$ cat config.mk
export PLATFORM = sky130hd
export DESIGN_NAME = dpi_response_player
export DESIGN_NICKNAME = d
export VERILOG_FILES = /design/src/rtl/dpi_response_player.sv
export SDC_FILE = /design/constraint.sdc
export NUM_CORES = 1
export LEC_CHECK = 0
export ABC_CLOCK_PERIOD_IN_PS = 5100
export CORE_ASPECT_RATIO = 0.7
export CORE_MARGIN = 4
export CORE_UTILIZATION = 35
export CTS_BUF_LIST = sky130_fd_sc_hd__clkbuf_4 sky130_fd_sc_hd__clkbuf_8
export DETAILED_ROUTE_END_ITERATION = 12
export PLACE_DENSITY_LB_ADDON = 0.1
export SLEW_MARGIN = 20
export SYNTH_ARGS = -nofsm -noshare
export SYNTH_HDL_FRONTEND = slang
export SYNTH_SLANG_ARGS = --single-unit
$ cat constraint.sdc
create_clock -name clk -period 5.1 [get_ports clk]
set_input_delay 1.02 -clock clk [delete_from_list [all_inputs] [get_ports clk]]
set_output_delay 1.02 -clock clk [all_outputs]
set_load 0.01 [all_outputs]
$ cat src/rtl/dpi_response_player.sv
// dpi_response_player: buffers DPI-C call results in a small first-word
// fall-through FIFO and replays them on a valid/ready stream. A word that
// carries the done flag ends the session. The block then drains and waits
// in DONE until restart.
//
// state    | meaning
// ---------+-------------------------------------------------------------
// ST_RUN   | accepting strobes into the FIFO while there is room
// ST_DRAIN | done word buffered; strobes dropped until it is popped
// ST_DONE  | done word consumed, FIFO empty; waits for restart
module dpi_response_player #(
  parameter int DATA_W = 32,
  parameter int DEPTH  = 4,
  parameter int CNT_W  = 8
) (
  input  logic                   clk,
  input  logic                   rst,
  input  logic                   in_strobe,
  input  logic [DATA_W-1:0]      in_result,
  input  logic                   in_done,
  output logic                   out_valid,
  output logic [DATA_W-1:0]      out_data,
  output logic                   out_last,
  input  logic                   out_ready,
  input  logic                   restart,
  output logic [$clog2(DEPTH):0] level,
  output logic [CNT_W-1:0]       drop_cnt,
  output logic                   finished
);

  localparam int AW = $clog2(DEPTH);
  localparam int LW = $clog2(DEPTH) + 1;

  typedef enum logic [1:0] {
    ST_RUN,
    ST_DRAIN,
    ST_DONE
  } state_t;

  state_t            state_q, state_d;
  logic [DATA_W-1:0] data_q [DEPTH];
  logic [DATA_W-1:0] data_d [DEPTH];
  logic [DEPTH-1:0]  last_q, last_d;
  logic [AW-1:0]     wr_ptr_q, wr_ptr_d;
  logic [AW-1:0]     rd_ptr_q, rd_ptr_d;
  logic [LW-1:0]     level_q, level_d;
  logic [CNT_W-1:0]  drop_cnt_q, drop_cnt_d;

  logic push;
  logic pop;
  logic drop;

  // Head-of-FIFO presentation; payload forced to zero when empty.
  always_comb begin
    out_valid = (level_q != '0);
    out_data  = '0;
    out_last  = 1'b0;
    if (out_valid) begin
      out_data = data_q[rd_ptr_q];
      out_last = last_q[rd_ptr_q];
    end
  end

  // Push/pop/drop decisions. A pop frees a slot the same cycle, so a full
  // FIFO still takes a strobe when the consumer is accepting.
  always_comb begin
    pop  = out_valid && out_ready;
    push = in_strobe && (state_q == ST_RUN) && ((level_q < LW'(DEPTH)) || pop);
    drop = in_strobe && !push;
  end

  // FIFO storage, pointers, occupancy and saturating drop counter.
  always_comb begin
    data_d     = data_q;
    last_d     = last_q;
    wr_ptr_d   = wr_ptr_q;
    rd_ptr_d   = rd_ptr_q;
    level_d    = level_q;
    drop_cnt_d = drop_cnt_q;
    if (push) begin
      data_d[wr_ptr_q] = in_result;
      last_d[wr_ptr_q] = in_done;
      wr_ptr_d         = wr_ptr_q + AW'(1);
    end
    if (pop) begin
      rd_ptr_d = rd_ptr_q + AW'(1);
    end
    if (push && !pop) begin
      level_d = level_q + LW'(1);
    end else if (pop && !push) begin
      level_d = level_q - LW'(1);
    end
    if (drop && (drop_cnt_q != '1)) begin
      drop_cnt_d = drop_cnt_q + CNT_W'(1);
    end
  end

  // Session sequencing: done word accepted -> DRAIN, done word popped -> DONE.
  always_comb begin
    state_d = state_q;
    case (state_q)
      ST_RUN: begin
        if (push && in_done) begin
          state_d = ST_DRAIN;
        end
      end
      ST_DRAIN: begin
        if (pop && out_last) begin
          state_d = ST_DONE;
        end
      end
      ST_DONE: begin
        if (restart) begin
          state_d = ST_RUN;
        end
      end
      default: state_d = ST_RUN;
    endcase
  end

  // Register update; reset drops any buffered words.
  always_ff @(posedge clk or posedge rst) begin
    if (rst) begin
      state_q    <= ST_RUN;
      data_q     <= '{default: '0};
      last_q     <= '0;
      wr_ptr_q   <= '0;
      rd_ptr_q   <= '0;
      level_q    <= '0;
      drop_cnt_q <= '0;
    end else begin
      state_q    <= state_d;
      data_q     <= data_d;
      last_q     <= last_d;
      wr_ptr_q   <= wr_ptr_d;
      rd_ptr_q   <= rd_ptr_d;
      level_q    <= level_d;
      drop_cnt_q <= drop_cnt_d;
    end
  end

  // Status outputs straight from registered state.
  always_comb begin
    level    = level_q;
    drop_cnt = drop_cnt_q;
    finished = (state_q == ST_DONE);
  end

endmodule

==> results of run 1 <==
[sequential cells by signal, summed over array words and instances (netlist names)]
name / cells
wr_ptr_q: 2
rd_ptr_q: 2
drop_cnt: 8
last_q: 4
level: 3
data_q: 128
state_q: 2
[per-layer routing]
layer	share of wire, %	vias to the layer above	track usage [%]
met1	47	2065	18.4
li1	-	1762	-
met3	4.7	11	4.85
met4	1.0	0	3.46
met5	0	-	0
met2	48	73	22.6
[synth_stat cells]
master | instances | area share [%]
dfrtp_1 | 149 | 55
mux2_2 | 135 | 22
and2_1 | 33 | 3.0
mux4_2 | 33 | 11
buf_6 | 9 | 1.5
inv_1 | 9 | 0.49
buf_2 | 7 | 0.51
clkbuf_1 | 7 | 0.38
ha_1 | 6 | 1.1
xnor2_1 | 6 | 0.77
nor2_1 | 5 | 0.27
nand2_1 | 4 | 0.22
nand3_1 | 4 | 0.29
a21oi_1 | 3 | 0.22
nand2_2 | 3 | 0.27
nand4_1 | 3 | 0.27
o21ai_0 | 3 | 0.22
xor2_1 | 3 | 0.38
nor3_1 | 2 | 0.15
a31oi_1 | 1 | 0.092
a32o_1 | 1 | 0.15
and3_1 | 1 | 0.092
buf_1 | 1 | 0.055
fa_1 | 1 | 0.29
mux2i_1 | 1 | 0.15
nand3b_1 | 1 | 0.11
nor2b_1 | 1 | 0.092
nor3_2 | 1 | 0.15
nor4b_1 | 1 | 0.13
nor4b_4 | 1 | 0.35
o21a_1 | 1 | 0.11
o221a_2 | 1 | 0.16
o2bb2ai_1 | 1 | 0.13
or2_2 | 1 | 0.092
or3_2 | 1 | 0.11
[final cells by class]
cell class                      count  area (um2)
Inverter                            9        38.8
Sequential cell                   149        3730
Multi-Input combinational cell    258        2910
Clock buffer                       19         249
Timing Repair Buffer               87         861
Clock inverter                     13         183
Fill cell                        1748       10700
Tap cell                          264         330
[per-stage QoR]
step | utilization (%) | hold WS [ns] | power, W | setup slack (ns)
CTS | 43.7 | 0.506 | 0.00586 | 1.31
detailed placement | 41.4 | 0.488 | 0.00484 | 1.44
global placement | 41.4 | 0.482 | 0.00476 | 1.51
floorplan | - | 0.474 | 0.00380 | 0.0720
finish | 43.7 | 0.499 | 0.00575 | 1.40
global route | 43.7 | 0.512 | 0.00615 | 1.21
[cells by family after synthesis]
family	after synthesis
XOR/XNOR	9
adder cells (fa/ha/maj)	7
buffers and inverters	33
AND/OR/NAND/NOR	62
AO/OA/AOI/OAI	11
multiplexers	169
flip-flops	149
[worst max path at each step]
stage,end,slack (ns),cells past startpoint
after floorplan,data_q[0],0.07,1
after global placement,data_q[113],1.51,5
after detailed placement,data_q[124],1.44,5
after CTS,out_data[10],1.31,4
after global routing,out_data[22],1.21,4
final,out_data[10],1.40,4
[report_power, final]
group / total [W] / internal, W / switching, W
combinational: 0.00261 / 0.00166 / 0.000947
sequential: 0.00215 / 0.00177 / 0.000378
clock: 0.000995 / 0.000543 / 0.000452
total: 0.00575 / 0.00398 / 0.00178
[worst max-delay path: cells and delay by family, from the launching register on]
kind / cells / cell delay [ns]
multiplexers: 1 / 0.64
flip-flops: 1 / 0.34
buffers and inverters: 2 / 1.07
AND/OR/NAND/NOR: 1 / 0.18
==> run_summary.xml, run 1 <==
<?xml version="1.0" encoding="UTF-8"?>
<metrics>
  <group name="worst_hold_path">
    <metric name="holdCritStartpoint" unit="">data_q[56]</metric>
    <metric name="whs_endpoint" unit="">data_q[56]</metric>
    <metric name="whs_path_depth" unit="">1</metric>
    <metric name="hold_class" unit="">reg2reg</metric>
  </group>
  <group name="clock_network">
    <metric name="cts_hold_buffers" unit="">0</metric>
    <metric name="cts_root_buf" unit="">clkbuf_8</metric>
    <metric name="insertion_delay" unit="ns">0.44</metric>
    <metric name="cts_post_setup_buffers_inserted" unit="">0</metric>
    <metric name="max-clock-path-buffers" unit="">2</metric>
    <metric name="worst_setup_hold_path_clk_slew" unit="ns">0.08</metric>
    <metric name="cts.htree.levels" unit="">4</metric>
    <metric name="cts-resized-gates" unit="">0</metric>
    <metric name="cts_tree" unit="">built</metric>
    <metric name="numClockSinks" unit="">149</metric>
    <metric name="numCtsBuffers" unit="">17</metric>
  </group>
  <group name="routing">
    <metric name="detailedRoute.firstIterationViolations" unit="">117</metric>
    <metric name="drt_pre_antenna_iters" unit="">4</metric>
    <metric name="ant_nets" unit="">0</metric>
    <metric name="drt_drc_violations_left" unit="">0</metric>
    <metric name="routed_wl" unit="um">14600</metric>
    <metric name="viasPerCell" unit="">4.89</metric>
    <metric name="routed_wire_length_per_instance" unit="um">18.3</metric>
    <metric name="route.vias.total" unit="">3911</metric>
  </group>
  <group name="critical_path">
    <metric name="cp_slowest_stage_delay" unit="ns">0.64</metric>
    <metric name="regToRegEndpoint" unit="">level[2]</metric>
    <metric name="worstPathArrival" unit="ns">2.68</metric>
    <metric name="critical_path.startpoint_type" unit="">register</metric>
    <metric name="cpMaxStageDelayCell" unit="">mux4_2</metric>
    <metric name="cp_cell_sequence" unit="">buf_4, mux4_2, and2_1, clkdlybuf4s50_1</metric>
    <metric name="worst-r2r-cell-count" unit="">8</metric>
    <metric name="critical_path_required" unit="ns">4.08</metric>
    <metric name="r2r_start" unit="">level[0]</metric>
    <metric name="critical_path_peak_fanout" unit="">35</metric>
    <metric name="path_class" unit="">reg2out</metric>
    <metric name="end_kind" unit="">output port</metric>
    <metric name="critical_path.startpoint" unit="">rd_ptr_q[0]</metric>
    <metric name="r2r_slack" unit="ns">2.47</metric>
  </group>
  <group name="sta">
    <metric name="fin_setup_tns" unit="ns">0</metric>
    <metric name="min_period_over_period" unit="%">72.5</metric>
    <metric name="finalHoldViolCount" unit="">0</metric>
    <metric name="minimum_period_implied_by_the_final_worst_setup_slack" unit="ns">3.70</metric>
    <metric name="relSlewSlack" unit="%">33.0</metric>
    <metric name="timing_worst_slew_pin_value" unit="ns">1.01</metric>
    <metric name="clock-skew-final" unit="ns">0.0131</metric>
    <metric name="report.final.slew_viol_count" unit="">0</metric>
    <metric name="finalSetupViolCount" unit="">0</metric>
    <metric name="unrepaired_setup_endpoints_after_global_routing" unit="">false</metric>
    <metric name="maxClockFrequency" unit="GHz">0.270</metric>
  </group>
  <group name="synth">
    <metric name="synth_compound_gate_area_share" unit="%">1.08</metric>
    <metric name="combinational_family_with_the_most_area_after_synthesis" unit="">multiplexers</metric>
    <metric name="mappedNetlistArea" unit="um2">6830</metric>
    <metric name="fraction_of_synthesized_cell_area_in_xor_and_xnor_cells" unit="%">1.15</metric>
    <metric name="synth_area_per_cell" unit="um2">15.5</metric>
    <metric name="synthesis.nets" unit="">485</metric>
    <metric name="synth.distinct_cells" unit="">35</metric>
    <metric name="ys.warnings.count" unit="">0</metric>
    <metric name="synth.yosys.seq_area_share" unit="%">54.6</metric>
    <metric name="synth_seq_cells" unit="">149</metric>
    <metric name="synth_adder_area_share" unit="%">1.39</metric>
    <metric name="post_synth_mux_area_share" unit="%">33.3</metric>
    <metric name="synthCells" unit="">440</metric>
    <metric name="post_synth_simple_gate_area" unit="%">5.62</metric>
  </group>
  <group name="floorplan">
    <metric name="design.portCount" unit="">84</metric>
    <metric name="initial_utilization" unit="%">35.9</metric>
    <metric name="dieWidth" unit="um">175</metric>
    <metric name="core" unit="um2">19000</metric>
    <metric name="die_area" unit="um2">21900</metric>
    <metric name="row_count" unit="">42</metric>
    <metric name="chipHeight" unit="um">125</metric>
  </group>
  <group name="grt">
    <metric name="groute.usage.overall" unit="%">14.0</metric>
    <metric name="overflow" unit="">0</metric>
    <metric name="grt_max_degree" unit="">107</metric>
    <metric name="antenna_found_initial" unit="">0</metric>
    <metric name="grt_pass1_wl" unit="um">23900</metric>
    <metric name="first_global_vias" unit="">4338</metric>
  </group>
  <group name="cells_and_area">
    <metric name="antennaDiodeCount" unit="">0</metric>
    <metric name="mostFrequentLayoutCell" unit="">dfrtp_1</metric>
    <metric name="drive_above_1_share" unit="%">40.2</metric>
    <metric name="area_growth" unit="%">21.5</metric>
    <metric name="final_cells" unit="">799</metric>
    <metric name="finish.net_count" unit="">567</metric>
    <metric name="layout.cells.most_common_list" unit="">dfrtp_1 (147), mux2_2 (135), clkdlybuf4s50_1 (83), mux4_2 (33), and2_1 (33)</metric>
    <metric name="stdcell_area" unit="um2">8300</metric>
  </group>
  <group name="pwr">
    <metric name="power_leakage" unit="nW">3.46</metric>
    <metric name="cellPowerDensity" unit="nW/um2">693</metric>
    <metric name="peakVddDrop" unit="mV">0.259</metric>
  </group>
  <group name="run">
    <metric name="drv.max_cap_violation_count" unit="">0</metric>
  </group>
  <group name="placed_design">
    <metric name="place.gp.congestion" unit="">0.742</metric>
    <metric name="placement.io_buffers" unit="">83</metric>
    <metric name="estimated_wirelength_of_the_detail_placed_design" unit="um">8760</metric>
    <metric name="placement.cell_area" unit="um2">7870</metric>
    <metric name="placedCellCount" unit="">767</metric>
  </group>
  <group name="outcome">
    <metric name="status" unit="">finished clean</metric>
  </group>
</metrics>
Note: power is estimated with default switching activity, not from simulation.
==> run 2: changes to the inputs <==
Settings changed: ABC_CLOCK_PERIOD_IN_PS 5100 to 3360.
Clock period 5.1 ns to 3.36 ns, I/O delays scaled along.
==> run 2 against run 1 <==
Effect of this change: clock power is 44% higher; sequential power is 48% higher; critical path type unchanged; sequential share of layout area is 0.78 points lower; largest cell class unchanged.
==> run_summary.xml, run 2 (synthesized netlist as in run 1, its figures left out) <==
<?xml version="1.0" encoding="UTF-8"?>
<metrics>
  <group name="placed_design">
    <metric name="placedCellCount" unit="">782</metric>
    <metric name="placement.io_buffers" unit="">83</metric>
    <metric name="placement.cell_area" unit="um2">8050</metric>
    <metric name="estimated_wirelength_of_the_detail_placed_design" unit="um">9710</metric>
    <metric name="place.gp.congestion" unit="">0.716</metric>
  </group>
  <group name="floorplan">
    <metric name="dieWidth" unit="um">175</metric>
    <metric name="die_area" unit="um2">21900</metric>
    <metric name="initial_utilization" unit="%">35.9</metric>
    <metric name="chipHeight" unit="um">125</metric>
    <metric name="row_count" unit="">42</metric>
    <metric name="design.portCount" unit="">84</metric>
    <metric name="core" unit="um2">19000</metric>
  </group>
  <group name="clock_network">
    <metric name="cts_hold_buffers" unit="">0</metric>
    <metric name="worst_setup_hold_path_clk_slew" unit="ns">0.09</metric>
    <metric name="cts_post_setup_buffers_inserted" unit="">0</metric>
    <metric name="numCtsBuffers" unit="">17</metric>
    <metric name="insertion_delay" unit="ns">0.43</metric>
    <metric name="cts.htree.levels" unit="">4</metric>
    <metric name="cts_root_buf" unit="">clkbuf_8</metric>
    <metric name="max-clock-path-buffers" unit="">2</metric>
    <metric name="cts-resized-gates" unit="">0</metric>
    <metric name="numClockSinks" unit="">149</metric>
    <metric name="cts_tree" unit="">built</metric>
  </group>
  <group name="sta">
    <metric name="finalHoldViolCount" unit="">0</metric>
    <metric name="clock-skew-final" unit="ns">0.00813</metric>
    <metric name="maxClockFrequency" unit="GHz">0.314</metric>
    <metric name="timing_worst_slew_pin_value" unit="ns">0.905</metric>
    <metric name="report.final.slew_viol_count" unit="">0</metric>
    <metric name="minimum_period_implied_by_the_final_worst_setup_slack" unit="ns">3.18</metric>
    <metric name="min_period_over_period" unit="%">94.8</metric>
    <metric name="unrepaired_setup_endpoints_after_global_routing" unit="">false</metric>
    <metric name="finalSetupViolCount" unit="">0</metric>
    <metric name="relSlewSlack" unit="%">39.5</metric>
    <metric name="fin_setup_tns" unit="ns">0</metric>
  </group>
  <group name="critical_path">
    <metric name="cp_slowest_stage_delay" unit="ns">0.60</metric>
    <metric name="critical_path.startpoint_type" unit="">register</metric>
    <metric name="path_class" unit="">reg2out</metric>
    <metric name="worstPathArrival" unit="ns">2.51</metric>
    <metric name="cpMaxStageDelayCell" unit="">dfrtp_2</metric>
    <metric name="critical_path_required" unit="ns">2.69</metric>
    <metric name="cp_cell_sequence" unit="">buf_12, mux4_2, and2_1, clkdlybuf4s50_1</metric>
    <metric name="critical_path_peak_fanout" unit="">17</metric>
    <metric name="end_kind" unit="">output port</metric>
  </group>
  <group name="pwr">
    <metric name="peakVddDrop" unit="mV">0.397</metric>
    <metric name="power_leakage" unit="nW">3.52</metric>
    <metric name="cellPowerDensity" unit="nW/um2">1040</metric>
  </group>
  <group name="cells_and_area">
    <metric name="mostFrequentLayoutCell" unit="">dfrtp_1</metric>
    <metric name="layout.cells.most_common_list" unit="">dfrtp_1 (147), mux2_2 (135), clkdlybuf4s50_1 (83), mux4_2 (33), and2_1 (33)</metric>
    <metric name="finish.net_count" unit="">582</metric>
    <metric name="final_util" unit="%">44.4</metric>
    <metric name="top_register" unit="">data_q</metric>
    <metric name="drive_above_1_share" unit="%">41.8</metric>
    <metric name="antennaDiodeCount" unit="">0</metric>
    <metric name="filler_cell_count" unit="">1762</metric>
    <metric name="largest_register_ff_count" unit="">128</metric>
    <metric name="stdcell_area" unit="um2">8450</metric>
    <metric name="area_growth" unit="%">23.7</metric>
    <metric name="final_cells" unit="">814</metric>
  </group>
  <group name="routing">
    <metric name="drt_drc_violations_left" unit="">0</metric>
    <metric name="viasPerCell" unit="">4.92</metric>
    <metric name="drt_pre_antenna_iters" unit="">4</metric>
    <metric name="routed_wire_length_per_instance" unit="um">18.2</metric>
    <metric name="detailedRoute.firstIterationViolations" unit="">147</metric>
    <metric name="routed_wl" unit="um">14800</metric>
    <metric name="ant_nets" unit="">0</metric>
    <metric name="route.vias.total" unit="">4005</metric>
  </group>
  <group name="grt">
    <metric name="grt_most_used_layer" unit="">met2</metric>
    <metric name="met3_usage_grt" unit="%">4.19</metric>
    <metric name="first_global_vias" unit="">4521</metric>
    <metric name="use_met1" unit="%">19.6</metric>
    <metric name="antenna_found_initial" unit="">0</metric>
    <metric name="groute.usage.overall" unit="%">14.3</metric>
    <metric name="grt_pass1_wl" unit="um">24700</metric>
    <metric name="overflow" unit="">0</metric>
    <metric name="grt_max_degree" unit="">39</metric>
    <metric name="grt_use_met2" unit="%">22.5</metric>
  </group>
  <group name="run">
    <metric name="drv.max_cap_violation_count" unit="">0</metric>
  </group>
  <group name="outcome">
    <metric name="status" unit="">finished clean</metric>
  </group>
  <group name="worst_hold_path">
    <metric name="hold_class" unit="">reg2reg</metric>
  </group>
</metrics>
run 2: changes by cell type in the layout (fill, tap and decap cells not counted), moves of 3 or more:
cell        before  now
buf_4            4   14
clkinv_2         4    1
inv_6            0    5
clkinvlp_4       1    4
clkinv_4         5    2
buf_12           0    5
run 2: per-layer routing:
metal,vias up,share of wire [%]
li1,1798,-
met1,2137,47
met2,61,48
met3,9,4.1
met4,0,1.0
met5,-,0
run 2: worst paths after layout:
check                         endpoint  slack [ns]         from  cells after the start
max reg2reg                   level[2]        0.70     level[0]                      8
max in group asynchronous   data_q[77]        1.85          rst                      3
max                        out_data[9]        0.18  rd_ptr_q[0]                      4
min                         data_q[88]        0.51   data_q[88]                      1
min in group asynchronous   data_q[29]        0.78          rst                      2
min reg2reg                 data_q[88]        0.51   data_q[88]                      1
run 2: power by group:
part / total (W) / switching [W] / internal (W)
Sequential: 0.00319 / 0.000505 / 0.00269
Combinational: 0.00414 / 0.00154 / 0.00260
Clock: 0.00143 / 0.000744 / 0.000682
run 2: final cells by class:
| cell class | count | area [um2] | share of cell area, % |
|---|---|---|---|
| clock inverters | 15 | 171 | 2.03 |
| clock buffers | 17 | 234 | 2.77 |
| flip-flops and latches | 149 | 3730 | 44.1 |
| repair buffers | 102 | 1040 | 12.3 |
| inverters | 9 | 37.5 | 0.444 |
| multi-input cells | 258 | 2910 | 34.4 |
| well taps | 264 | 330 | 3.91 |
run 2: per-stage QoR:
stage,worst slack [ns],power [W],hold WS [ns]
global route,0.0112,0.00936,0.515
finish,0.176,0.00876,0.506
detailed placement,0.268,0.00746,0.488
floorplan,0.813,0.00577,0.474
CTS,0.0925,0.00892,0.509
global placement,0.329,0.00735,0.481
run 2: worst max-delay path, delay by kind of cell, from the launching register on:
kind / cells / cell delay, ns
flops: 1 / 0.60
mux: 1 / 0.56
buf+inv: 2 / 0.73
simple gates: 1 / 0.18
